File: config.mk
export PLATFORM = sky130hd
export DESIGN_NAME = mem_stage_ctrl
export DESIGN_NICKNAME = d
export VERILOG_FILES = /design/src/rtl/mem_stage_ctrl_pkg.sv /design/src/rtl/mem_wb_reg.sv /design/src/rtl/mem_stage_ctrl.sv
export SDC_FILE = /design/constraint.sdc
export NUM_CORES = 1
export LEC_CHECK = 0
export CORE_UTILIZATION = 44
export CTS_CLUSTER_DIAMETER = 30
export DETAILED_ROUTE_END_ITERATION = 16
export DONT_BUFFER_PORTS = 1
export PLACE_DENSITY_LB_ADDON = 0.15
export SLEW_MARGIN = 20
export SYNTH_ARGS = -nofsm -noshare
export SYNTH_HDL_FRONTEND = slang
export SYNTH_SLANG_ARGS = --single-unit
File: constraint.sdc
create_clock -name clk -period 3 [get_ports clk]
set_clock_uncertainty 0.1 [all_clocks]
set_input_delay 0.6 -clock clk [delete_from_list [all_inputs] [get_ports clk]]
set_output_delay 0.6 -clock clk [all_outputs]
set_load 0.01 [all_outputs]
File: src/rtl/mem_stage_ctrl_pkg.sv
// Shared definitions for the memory-stage controller.
// Holds the datapath widths used by the rest of the pipeline, the FSM state
// encoding and a small address-alignment helper.
package mem_stage_ctrl_pkg;

  localparam int DSIZE = 32;  // datapath width, same as the pipeline
  localparam int ASIZE = 5;   // register-file address width

  typedef enum logic {
    ST_IDLE = 1'b0,
    ST_WAIT = 1'b1
  } state_t;

  // A word access is misaligned when either of the two byte-offset bits is set.
  function automatic logic misaligned(input logic [1:0] byte_off);
    return (byte_off != 2'b00);
  endfunction

endpackage

File: src/rtl/mem_wb_reg.sv
// MEM/WB pipeline register.
// Ports:
//   clk, rst            clock, synchronous active-high reset
//   load                capture wen_d/waddr_d/wdata_d at the next edge
//   bubble              insert an empty slot (everything zero); wins over load
//   wen_d/waddr_d/wdata_d  next-stage write enable, destination, data
//   wen/waddr/wdata     registered MEM/WB contents
module mem_wb_reg #(
  parameter int DSIZE = 32,
  parameter int ASIZE = 5
) (
  input  logic             clk,
  input  logic             rst,
  input  logic             load,
  input  logic             bubble,
  input  logic             wen_d,
  input  logic [ASIZE-1:0] waddr_d,
  input  logic [DSIZE-1:0] wdata_d,
  output logic             wen,
  output logic [ASIZE-1:0] waddr,
  output logic [DSIZE-1:0] wdata
);

  // MEM/WB register: bubble clears the slot so a stalled op is never written twice.
  always_ff @(posedge clk) begin
    if (rst || bubble) begin
      wen   <= 1'b0;
      waddr <= '0;
      wdata <= '0;
    end else if (load) begin
      wen   <= wen_d;
      waddr <= waddr_d;
      wdata <= wdata_d;
    end else begin
      wen   <= wen;
      waddr <= waddr;
      wdata <= wdata;
    end
  end

endmodule

File: src/rtl/mem_stage_ctrl.sv
// Memory-stage controller.
// Takes the EXE/MEM register outputs, issues loads/stores to a variable-latency
// data memory over dmem_req/dmem_ack, stalls upstream while an access is
// outstanding and writes the selected result into the MEM/WB register.
// Ports:
//   clk, rst                       clock, synchronous active-high reset
//   wen_in, alu_in, waddr_in,
//   rdata2_in, memRead_in,
//   memWrite_in, memtoReg_in       EXE/MEM register contents
//   stall                          combinational freeze of the upstream stages
//   dmem_req/we/addr/wdata         registered memory request
//   dmem_ack, dmem_rdata           memory completion and load data
//   wen_out, waddr_out, wdata_out  MEM/WB register
//   err                            sticky error (misaligned, read+write, timeout)
module mem_stage_ctrl #(
  parameter int DSIZE   = mem_stage_ctrl_pkg::DSIZE,
  parameter int ASIZE   = mem_stage_ctrl_pkg::ASIZE,
  parameter int AW      = 8,
  parameter int TIMEOUT = 15
) (
  input  logic             clk,
  input  logic             rst,
  input  logic             wen_in,
  input  logic [DSIZE-1:0] alu_in,
  input  logic [ASIZE-1:0] waddr_in,
  input  logic [DSIZE-1:0] rdata2_in,
  input  logic             memRead_in,
  input  logic             memWrite_in,
  input  logic             memtoReg_in,
  output logic             stall,
  output logic             dmem_req,
  output logic             dmem_we,
  output logic [AW-1:0]    dmem_addr,
  output logic [DSIZE-1:0] dmem_wdata,
  input  logic             dmem_ack,
  input  logic [DSIZE-1:0] dmem_rdata,
  output logic             wen_out,
  output logic [ASIZE-1:0] waddr_out,
  output logic [DSIZE-1:0] wdata_out,
  output logic             err
);

  import mem_stage_ctrl_pkg::*;

  // Counter only needs to reach TIMEOUT-1.
  localparam int CW = (TIMEOUT > 1) ? $clog2(TIMEOUT) : 1;

  state_t state_r, state_next_s;

  logic [CW-1:0]    wait_cnt_r;
  logic             req_r;
  logic             we_r;
  logic [AW-1:0]    addr_r;
  logic [DSIZE-1:0] wdata_r;
  logic             wen_r;
  logic [ASIZE-1:0] waddr_r;
  logic             mtr_r;
  logic [DSIZE-1:0] alu_r;
  logic             err_r;

  logic             memop_s;
  logic             timeout_hit_s;
  logic             complete_s;
  logic             start_s;
  logic             err_set_s;
  logic             wb_wen_s;
  logic [ASIZE-1:0] wb_waddr_s;
  logic [DSIZE-1:0] wb_wdata_s;

  // FSM next state, stall, MEM/WB selection and error detection.
  always_comb begin
    memop_s       = memRead_in | memWrite_in;
    timeout_hit_s = (wait_cnt_r == CW'(TIMEOUT - 1));
    complete_s    = dmem_ack | timeout_hit_s;
    state_next_s  = state_r;
    stall         = 1'b0;
    start_s       = 1'b0;
    err_set_s     = 1'b0;
    wb_wen_s      = wen_in;
    wb_waddr_s    = waddr_in;
    wb_wdata_s    = alu_in;
    case (state_r)
      ST_IDLE: begin
        if (memop_s) begin
          stall        = 1'b1;
          start_s      = 1'b1;
          state_next_s = ST_WAIT;
          // Read+write together is serviced as a read but still flagged.
          err_set_s    = (memRead_in & memWrite_in) | misaligned(alu_in[1:0]);
        end else begin
          stall        = 1'b0;
        end
      end
      ST_WAIT: begin
        wb_wen_s   = wen_r;
        wb_waddr_s = waddr_r;
        if (mtr_r && !we_r) begin
          // A timed-out load writes back zero rather than stale bus data.
          wb_wdata_s = dmem_ack ? dmem_rdata : {DSIZE{1'b0}};
        end else begin
          wb_wdata_s = alu_r;
        end
        if (complete_s) begin
          state_next_s = ST_IDLE;
          // Ack wins over a coincident timeout.
          err_set_s    = ~dmem_ack;
        end else begin
          stall        = 1'b1;
        end
      end
      default: begin
        state_next_s = ST_IDLE;
      end
    endcase
  end

  // State, request, latched access fields, wait counter and sticky error.
  always_ff @(posedge clk) begin
    if (rst) begin
      state_r    <= ST_IDLE;
      req_r      <= 1'b0;
      we_r       <= 1'b0;
      addr_r     <= '0;
      wdata_r    <= '0;
      wen_r      <= 1'b0;
      waddr_r    <= '0;
      mtr_r      <= 1'b0;
      alu_r      <= '0;
      wait_cnt_r <= '0;
      err_r      <= 1'b0;
    end else begin
      state_r <= state_next_s;
      req_r   <= (state_next_s == ST_WAIT);
      err_r   <= err_r | err_set_s;
      if (start_s) begin
        we_r       <= memWrite_in & ~memRead_in;
        addr_r     <= alu_in[AW+1:2];
        wdata_r    <= rdata2_in;
        wen_r      <= wen_in;
        waddr_r    <= waddr_in;
        mtr_r      <= memtoReg_in;
        alu_r      <= alu_in;
        wait_cnt_r <= '0;
      end else if (state_r == ST_WAIT && !complete_s) begin
        wait_cnt_r <= wait_cnt_r + CW'(1);
      end else begin
        wait_cnt_r <= wait_cnt_r;
      end
    end
  end

  assign dmem_req   = req_r;
  assign dmem_we    = we_r;
  assign dmem_addr  = addr_r;
  assign dmem_wdata = wdata_r;
  assign err        = err_r;

  mem_wb_reg #(
    .DSIZE(DSIZE),
    .ASIZE(ASIZE)
  ) u_mem_wb_reg (
    .clk    (clk),
    .rst    (rst),
    .load   (~stall),
    .bubble (stall),
    .wen_d  (wb_wen_s),
    .waddr_d(wb_waddr_s),
    .wdata_d(wb_wdata_s),
    .wen    (wen_out),
    .waddr  (waddr_out),
    .wdata  (wdata_out)
  );

endmodule

==> impl_results.md, run 1 <==
- Post-route minimum period: roughly 2400 ps
- Final core utilization: between 50% and 60%
- Worst setup SP type: register
- Slew @ Worst Pin: roughly 740 ps
- RSZ-0062 raised after global routing: no
- H-tree Lvls: 4
- Met1 Wirelength: between 4 and 5 mm
- Dpl cells: roughly 650
- Seq cells post-synth: around 120
- Clock slew at reported path FFs: ~60 ps
- Critical Path Stages: 4
- Detailed Route Iter0 Violations: between 90 and 100
- Die area: roughly 11000 sq um
- Routed wire length: 10.6 mm
- Final worst setup slack: between 600 and 700 ps
- Setup Slack @ Placement: roughly 1100 ps
- Class of the worst hold path: in2reg
- CP most frequent cell: nand2_1
- DR DRC count: 0
- Remaining Overflow, GRT: 0
- Core area: ~10000 sq um
- Commonest non-fill, non-tap cell in the layout: nand2_1
- Outcome: finished, final reports clean
- Final nets: 643
- Max Slew Vio Count: 0
- Number of global-route vias before repair: 3402
- Reg2reg path depth: 4
- Max-cap violations: 0
- Fillers: 921
- Dominant delay contributor by cell family on the critical path: flip-flops
- Dpl hpwl: roughly 7 mm
- Number of vias per cell: between 5 and 6
- Die H: ~100 microns
- Non-filler cells, final: roughly 680
- Pwr dens: 802 nW/um^2
- Buffers and inverters on the worst path: 1
- Setup bufs post-CTS: 0
- First-pass GRT wire length: around 16 mm
- Slowest stage cell, crit path: dfxtp_2
- WS Path Type: reg2out
- Top layer in use: met4
- Initial antenna violation count: 0
- Root Driver: clkbuf_8
- Synth cell types: 30
- GPL Wtd Cong: 0.744
- Finish-stage setup viols: 0
- # resized after CTS: 0
- Max clock buf depth: 2
- CTS tree: done
- Crit path largest cell delay: just over 600 ps
- Worst path required time: between 2000 and 2500 ps
- Vias: between 3000 and 4000
- Die width: just over 100 microns
- Gate Count Post-Synth: ~560
- Critical path endpoint category: output port
- Final hold vios: 0
- Syn nets: 667
- Routed Antenna Nets: 0
- Ratio of cells with drive above 1 in the final layout: 11.5%
- Worst VDD drop: between 0.0003 and 0.0004 V
- FMAX: ~420 MHz
- Synthesized area per cell: slightly above 8 sq um
- Initial Utilization: a little under half
- Hold buffers post-CTS: 0
- Crit share post-route: about four fifths
- Routed length on met2: ~5 mm
- Row cnt: 36
- CP Max Fanout: 24
- Clk sinks: ~120
- Cell Area, Synth: 4530 sq um
- WHS: around 60 ps
- Antenna Cells: 0
- Setup total negative slack: 0 ps
- Total GRT Usage: 20.0%
- DR pass1 iterations: 5
- CTS buffer count: 17
- Most frequent cells in the layout: nand2_1, dfxtp_1, a21oi_1
- WHS Path Cells: 1
- Ports: 190
- Slew headroom: between 50% and 60%
- Crit path DAT: roughly 1700 ps
- Critical Path, Cell by Cell: nor2b_1, buf_4, nand2_1, nand2_1
- Metal3 WL: approximately 1.1 mm
- Synth Warn #: 0
- Clock Latency Late Sink: just over 500 ps
- Synthesis-to-layout area growth: 13.8%
- Largest net degree at the start of global routing: 77
- IO buf count: 0
- Average wire per standard cell: around 16 microns
- Sequential share of the synthesized area: between 50% and 60%
- Leak: ~1.9 nW
==> synth_stat cells, drive strengths merged <==
cell | instances | area (sq um)
dfxtp | 116 | 2320
inv | 2 | 7.51
o21bai | 1 | 7.51
nand2 | 177 | 664
clkbuf | 28 | 105
a311oi | 1 | 8.76
o22ai | 1 | 6.26
buf | 24 | 144
a211o | 1 | 8.76
nand3 | 3 | 15.0
nor2 | 6 | 22.5
a41oi | 1 | 8.76
nand2b | 3 | 18.8
nor2b | 33 | 206
a21o | 1 | 7.51
nor3 | 2 | 10.0
a21oi | 110 | 626
o21ba | 1 | 10.0
and4b | 1 | 10.0
and3 | 1 | 6.26
o21ai | 1 | 5.00
mux2i | 6 | 60.1
a211oi | 2 | 15.0
ha | 2 | 25.0
a31oi | 32 | 200
and4 | 1 | 8.76
==> layout make-up <==
| type | instances | area (sq um) | share of cell area [%] |
|---|---|---|---|
| clock buffers | 22 | 463 | 8.98 |
| clock inverters | 10 | 153 | 2.96 |
| inverters | 2 | 7.51 | 0.146 |
| multi-input cells | 387 | 1960 | 38.1 |
| flip-flops and latches | 116 | 2320 | 45.1 |
| well taps | 133 | 166 | 3.23 |
| repair buffers | 9 | 80.1 | 1.55 |
==> final timing paths <==
check                          startpoint  slack, ps                          end
setup reg to reg      dmem_req$_SDFF_PP0_       1090   wait_cnt_r[1]$_SDFFE_PP0P_
hold / removal                        rst         60  dmem_wdata[17]$_SDFFE_PP0P_
hold reg to reg   waddr_r[4]$_SDFFE_PP0P_        350      waddr_r[4]$_SDFFE_PP0P_
setup / recovery      dmem_req$_SDFF_PP0_        600                        stall
==> per-layer routing <==
layer | up-vias | global-route usage, %
met3 | 20 | 8.94
met5 | - | 0
met4 | 0 | 10.4
met2 | 151 | 34.3
met1 | 1656 | 20.7
li1 | 1807 | -
==> where the power goes <==
group	switching, mW	internal, mW
registers	0.0981	1.65
logic	0.197	0.118
clock network	0.670	1.41
==> per-stage QoR <==
stage / instance area, sq um / total power, mW
after floorplan: 4530 / 2.04
after global placement: 4540 / 2.08
after detailed placement: 4540 / 2.10
after CTS: 5160 / 4.18
after global routing: 5160 / 4.31
final: 5160 / 4.13
==> state kept, by name, indices dropped and copies added (netlist names) <==
register / count
u_mem_wb_reg.waddr: 5
dmem_we: 1
alu_r: 25
dmem_req: 1
err: 1
wen_r: 1
dmem_wdata: 32
mtr_r: 1
u_mem_wb_reg.wen: 1
u_mem_wb_reg.wdata: 32
dmem_addr: 7
wait_cnt_r: 4
waddr_r: 5
==> cell families (layout without fill, tap and decap cells) <==
logic type	after synthesis	in the layout	synth area share, %
AO/OA/AOI/OAI	152	152	19.9
adder cells (fa/ha/maj)	2	2	0.552
buffers and inverters	54	43	5.66
flip-flops	116	116	51.3
multiplexers	6	6	1.33
AND/OR/NAND/NOR	227	227	21.2
Note: power is estimated with default switching activity, not from simulation.
==> run 2, diff against run 1 <==
- clock period: 3 -> 2.5 ns (I/O delays scaled with it)
==> impl_results.md, run 2 (synthesized netlist as in run 1, its figures left out) <==
- Outcome: finished, final reports clean
- DR DRC count: 0
- Row cnt: 36
- Commonest non-fill, non-tap cell in the layout: nand2_1
- Pwr dens: roughly 900 nW/um^2
- Die H: ~100 microns
- WS Path Type: reg2out
- H-tree Lvls: 4
- IO buf count: 0
- Synthesis-to-layout area growth: 18.4%
- WHS Path Cells: 2
- Worst Setup SP: wait_cnt_r[0]$_SDFFE_PP0P_
- Final nets: 665
- GPL Wtd Cong: just under 0.9
- Crit share post-route: around 90%
- Core area: around 9900 sq um
- Worst setup SP type: register
- Final hold vios: 0
- Root Driver: clkbuf_8
- Routed wire length: roughly 11 mm
- Clock slew at reported path FFs: 60 ps
- Max Slew Vio Count: 0
- Finish-stage setup viols: 0
- Vias: ~3700
- Largest net degree at the start of global routing: 75
- Hold Path End: dmem_addr[2]$_SDFFE_PP0P_
- CTS buffer count: 17
- CTS tree: done
- Slew headroom: ~64%
- Max-cap violations: 0
- Crit path DAT: between 1500 and 2000 ps
- RSZ-0062 raised after global routing: no
- FMAX: between 400 and 500 MHz
- Detailed Route Iter0 Violations: about 170
- Post-route minimum period: about 2200 ps
- Max clock buf depth: 2
- Die area: roughly 11000 sq um
- Worst path required time: roughly 1900 ps
- Routed Antenna Nets: 0
- Fillers: roughly 900
- Worst reg-to-reg setup slack: 700 ps
- WHS: around 24 ps
- Initial antenna violation count: 0
- Number of global-route vias before repair: approximately 3700
- Initial Utilization: a little under half
- Die width: 103 microns
- RR Startpoint: dmem_req$_SDFF_PP0_
- Clk sinks: around 120
- Total GRT Usage: between 20 and 25%
- Slew @ Worst Pin: 537 ps
- Reg2reg end: u_mem_wb_reg.wdata[6]$_SDFFE_PP0N_
- Critical path endpoint category: output port
- CP Max Fanout: 6
- Class of the worst hold path: in2reg
- Leak: approximately 2.0 nW
- Most frequent cells in the layout: nand2_1, dfxtp_1, a21oi_1
- First-pass GRT wire length: 17.2 mm
- Clock Latency Late Sink: 510 ps
- Hold_sp: alu_in[4]
- Antenna Cells: 0
- Dpl cells: roughly 650
- Setup bufs post-CTS: 0
- DR pass1 iterations: 4
- Dpl hpwl: ~7.1 mm
- Remaining Overflow, GRT: 0
- Reg2reg path depth: 4
- Number of vias per cell: about 5.3
- Final core utilization: a little over half
- Ports: 190
- Setup total negative slack: 0 ps
- Ratio of cells with drive above 1 in the final layout: a little under an eighth
- Non-filler cells, final: ~700
- Worst VDD drop: roughly 0.00043 V
- Average wire per standard cell: about 16 microns
## run 2: per-stage QoR
step	total power, mW	setup WS (ps)	instance area [sq um]
after global routing	5.04	116	5360
after detailed placement	2.52	711	4560
after CTS	4.89	227	5350
after floorplan	2.45	653	4530
after global placement	2.51	757	4560
final	4.82	251	5360
## run 2: worst max-delay path, stage by stage (launching register included)
cell,delay (ps)
dfxtp_1,390
inv_1,80
ha_1,230
nand3_1,200
nand2_1,110
nand2_1,140
## run 2: worst max-delay path by stage
stage                                end  slack (ps)  cells after the start
2_1_floorplan                      stall         650                      4
5_1_grt                            stall         120                      2
4_1_cts                            stall         230                      4
6_report                           stall         250                      5
3_5_place_dp      alu_r[31]$_SDFFE_PP0P_         710                      4
3_3_place_gp   dmem_addr[2]$_SDFFE_PP0P_         760                      4
## run 2: routing by layer
layer | vias to the layer above | part of all wire (%) | track usage [%] | wire (microns)
met4 | 0 | 1.8 | 10.5 | 200
met5 | - | 0 | 0 | 0
met3 | 19 | 9.8 | 8.40 | 1090
li1 | 1844 | - | - | -
met2 | 177 | 50 | 37.3 | 5510
met1 | 1696 | 39 | 22.5 | 4320
## run 2: repair_timing
action | 4_1_cts | 5_1_grt
resized for setup | 0 | 0
hold buffers | 20 | 1
setup endpoints to repair | 0 | 0
endpoints found under the hold margin | 75 | 1
## run 2: area by class of cell
| cell class | count | area [sq um] | area share, % |
|---|---|---|---|
| Clock buffer | 17 | 414 | 7.72 |
| Timing Repair Buffer | 31 | 328 | 6.11 |
| Inverter | 2 | 7.51 | 0.140 |
| Sequential cell | 116 | 2320 | 43.3 |
| Tap cell | 133 | 166 | 3.10 |
| Clock inverter | 15 | 160 | 2.99 |
| Multi-Input combinational cell | 387 | 1960 | 36.6 |
## run 2: power by group
| group | switching, mW | internal [mW] | total [mW] | leakage, nW |
|---|---|---|---|---|
| registers | 0.119 | 1.97 | 2.09 | 0.953 |
| clock network | 0.881 | 1.42 | 2.30 | 0.266 |
| logic | 0.263 | 0.169 | 0.432 | 0.760 |
| total | 1.26 | 3.56 | 4.82 | 1.98 |
==> run 3, diff against run 2 <==
- CORE_UTILIZATION: 44 -> 62
==> impl_results.md, run 3 (synthesized netlist as in run 1, its figures left out) <==
- Synthesis-to-layout area growth: 14.6%
- RSZ-0062 raised after global routing: no
- Initial antenna violation count: 0
- Final nets: 650
- Max clock buf depth: 2
- Vias: about 3700
- Final hold vios: 0
- Average wire per standard cell: around 16 microns
- H-tree Lvls: 4
- Remaining Overflow, GRT: 0
- Slew @ Worst Pin: ~710 ps
- Worst VDD drop: ~0.00061 V
- Die area: 7650 sq um
- Max-cap violations: 0
- Initial Utilization: between 60 and 70%
- Crit share post-route: 91.7%
- Row cnt: 30
- Dpl hpwl: 6.52 mm
- Setup total negative slack: 0 ps
- Critical path endpoint category: output port
- Routed wire length: around 10 mm
- FMAX: roughly 440 MHz
- Number of vias per cell: 5.75
- Worst path required time: between 1500 and 2000 ps
- Antenna Cells: 0
- Worst setup SP type: register
- Routed Antenna Nets: 0
- Clock Latency Late Sink: 510 ps
- Fillers: roughly 520
- WS Path Type: reg2out
- Die H: 87.5 microns
- Post-route cell area: 5190 sq um
- Slew headroom: roughly 53%
- Core area: just under 7000 sq um
- Worst reg-to-reg setup slack: 620 ps
- Clock slew at reported path FFs: ~60 ps
- Comb power frac: under 10%
- Number of global-route vias before repair: around 3500
- Post-place instance area: 4490 sq um
- IO buf count: 0
- CP Max Fanout: between 70 and 80
- Sw Ratio: 24.6%
- First-pass GRT wire length: about 16 mm
- CTS buffer count: 17
- Ratio of cells with drive above 1 in the final layout: 11.6%
- Pwr dens: 955 nW/um^2
- Flop pwr share: a little over two fifths
- Setup bufs post-CTS: 0
- Ports: 190
- Max Slew Vio Count: 0
- Largest net degree at the start of global routing: between 70 and 80
- Clk sinks: around 120
- Leak: a little under 2 nW
- Finish-stage setup viols: 0
- DR DRC count: 0
- Commonest non-fill, non-tap cell in the layout: nand2_1
- Total GRT Usage: approximately 28%
- DR pass1 iterations: 5
- NetSw: 1.22 mW
- Crit path DAT: between 1500 and 2000 ps
- Outcome: finished, final reports clean
- Class of the worst hold path: in2reg
- Clock network power share: between 40% and 50%
- Power Internal: around 3.7 mW
- Post-route minimum period: about 2300 ps
- Die width: ~90 microns
- CTS tree: done
- Most frequent cells in the layout: nand2_1, dfxtp_1, a21oi_1
- Root Driver: clkbuf_8
- Detailed Route Iter0 Violations: between 150 and 200
- GPL Wtd Cong: approximately 0.75
run 3: cell count changes in the layout (fill, tap and decap cells not counted), sizes merged:
| cell | change |
|---|---|
| dlygate4sd3 | -13 |
| clkinvlp | -3 |
| buf | -2 |
| bufinv | +2 |
| clkbuf | +1 |
| clkinv | +1 |
| inv | -1 |
run 3: metrics by stage:
stage	utilization, %	setup slack (ps)	std cells	hold WS (ps)	power, mW
final	75.2	207	649	16.4	4.96
after global routing	75.2	59.7	649	4.79	5.12
after CTS	75.1	2.68	649	0.141	4.99
after detailed placement	65.0	492	609	340	2.51
after global placement	65.0	579	609	335	2.49
after floorplan	-	653	557	336	2.45
run 3: routing by layer:
metal,vias to the layer above,track usage (%),part of all wire [%]
met2,176,47.1,50
met1,1717,30.4,38
met5,-,0,0
met3,23,10.3,10
met4,0,12.8,1.9
li1,1817,-,-
run 3: critical path: stages, from the launching register on:
cell and delay [ps]:
dfxtp_2 330, buf_6 450, o21bai_4 260, nand2_1 130
run 3: final timing paths:
check / from / end / cells after the start
min reg2reg: alu_r[1]$_SDFFE_PP0P_ / alu_r[1]$_SDFFE_PP0P_ / 2
min: memtoReg_in / mtr_r$_SDFFE_PP0P_ / 2
max reg2reg: wait_cnt_r[1]$_SDFFE_PP0P_ / u_mem_wb_reg.wdata[3]$_SDFFE_PP0N_ / 5
max: dmem_req$_SDFF_PP0_ / stall / 3
run 3: layout make-up:
class / instances / area (sq um) / share of cell area (%)
tap: 96 / 120 / 2.31
timing repair buffer: 16 / 174 / 3.35
sequential: 116 / 2320 / 44.7
clock inverter: 14 / 186 / 3.59
clock buffer: 18 / 418 / 8.05
multi-input combinational: 387 / 1960 / 37.8
inverter: 2 / 7.51 / 0.145
run 3: power by group through the flow:
| stage | registers, mW | logic [mW] | clock network [mW] |
|---|---|---|---|
| final | 2.08 | 0.419 | 2.46 |
| after global routing | 2.10 | 0.467 | 2.55 |
| after CTS | 2.08 | 0.419 | 2.48 |
| after detailed placement | 2.12 | 0.385 | 0 |
| after global placement | 2.12 | 0.370 | 0 |
| after floorplan | 2.10 | 0.353 | 0 |
run 3: repair_timing:
| item | CTS | global route |
|---|---|---|
| hold buffers | 8 | 0 |
| endpoints found under the setup margin | 0 | 1 |
| gates resized for setup | 0 | 1 |
| hold endpoints to repair | 74 | 0 |
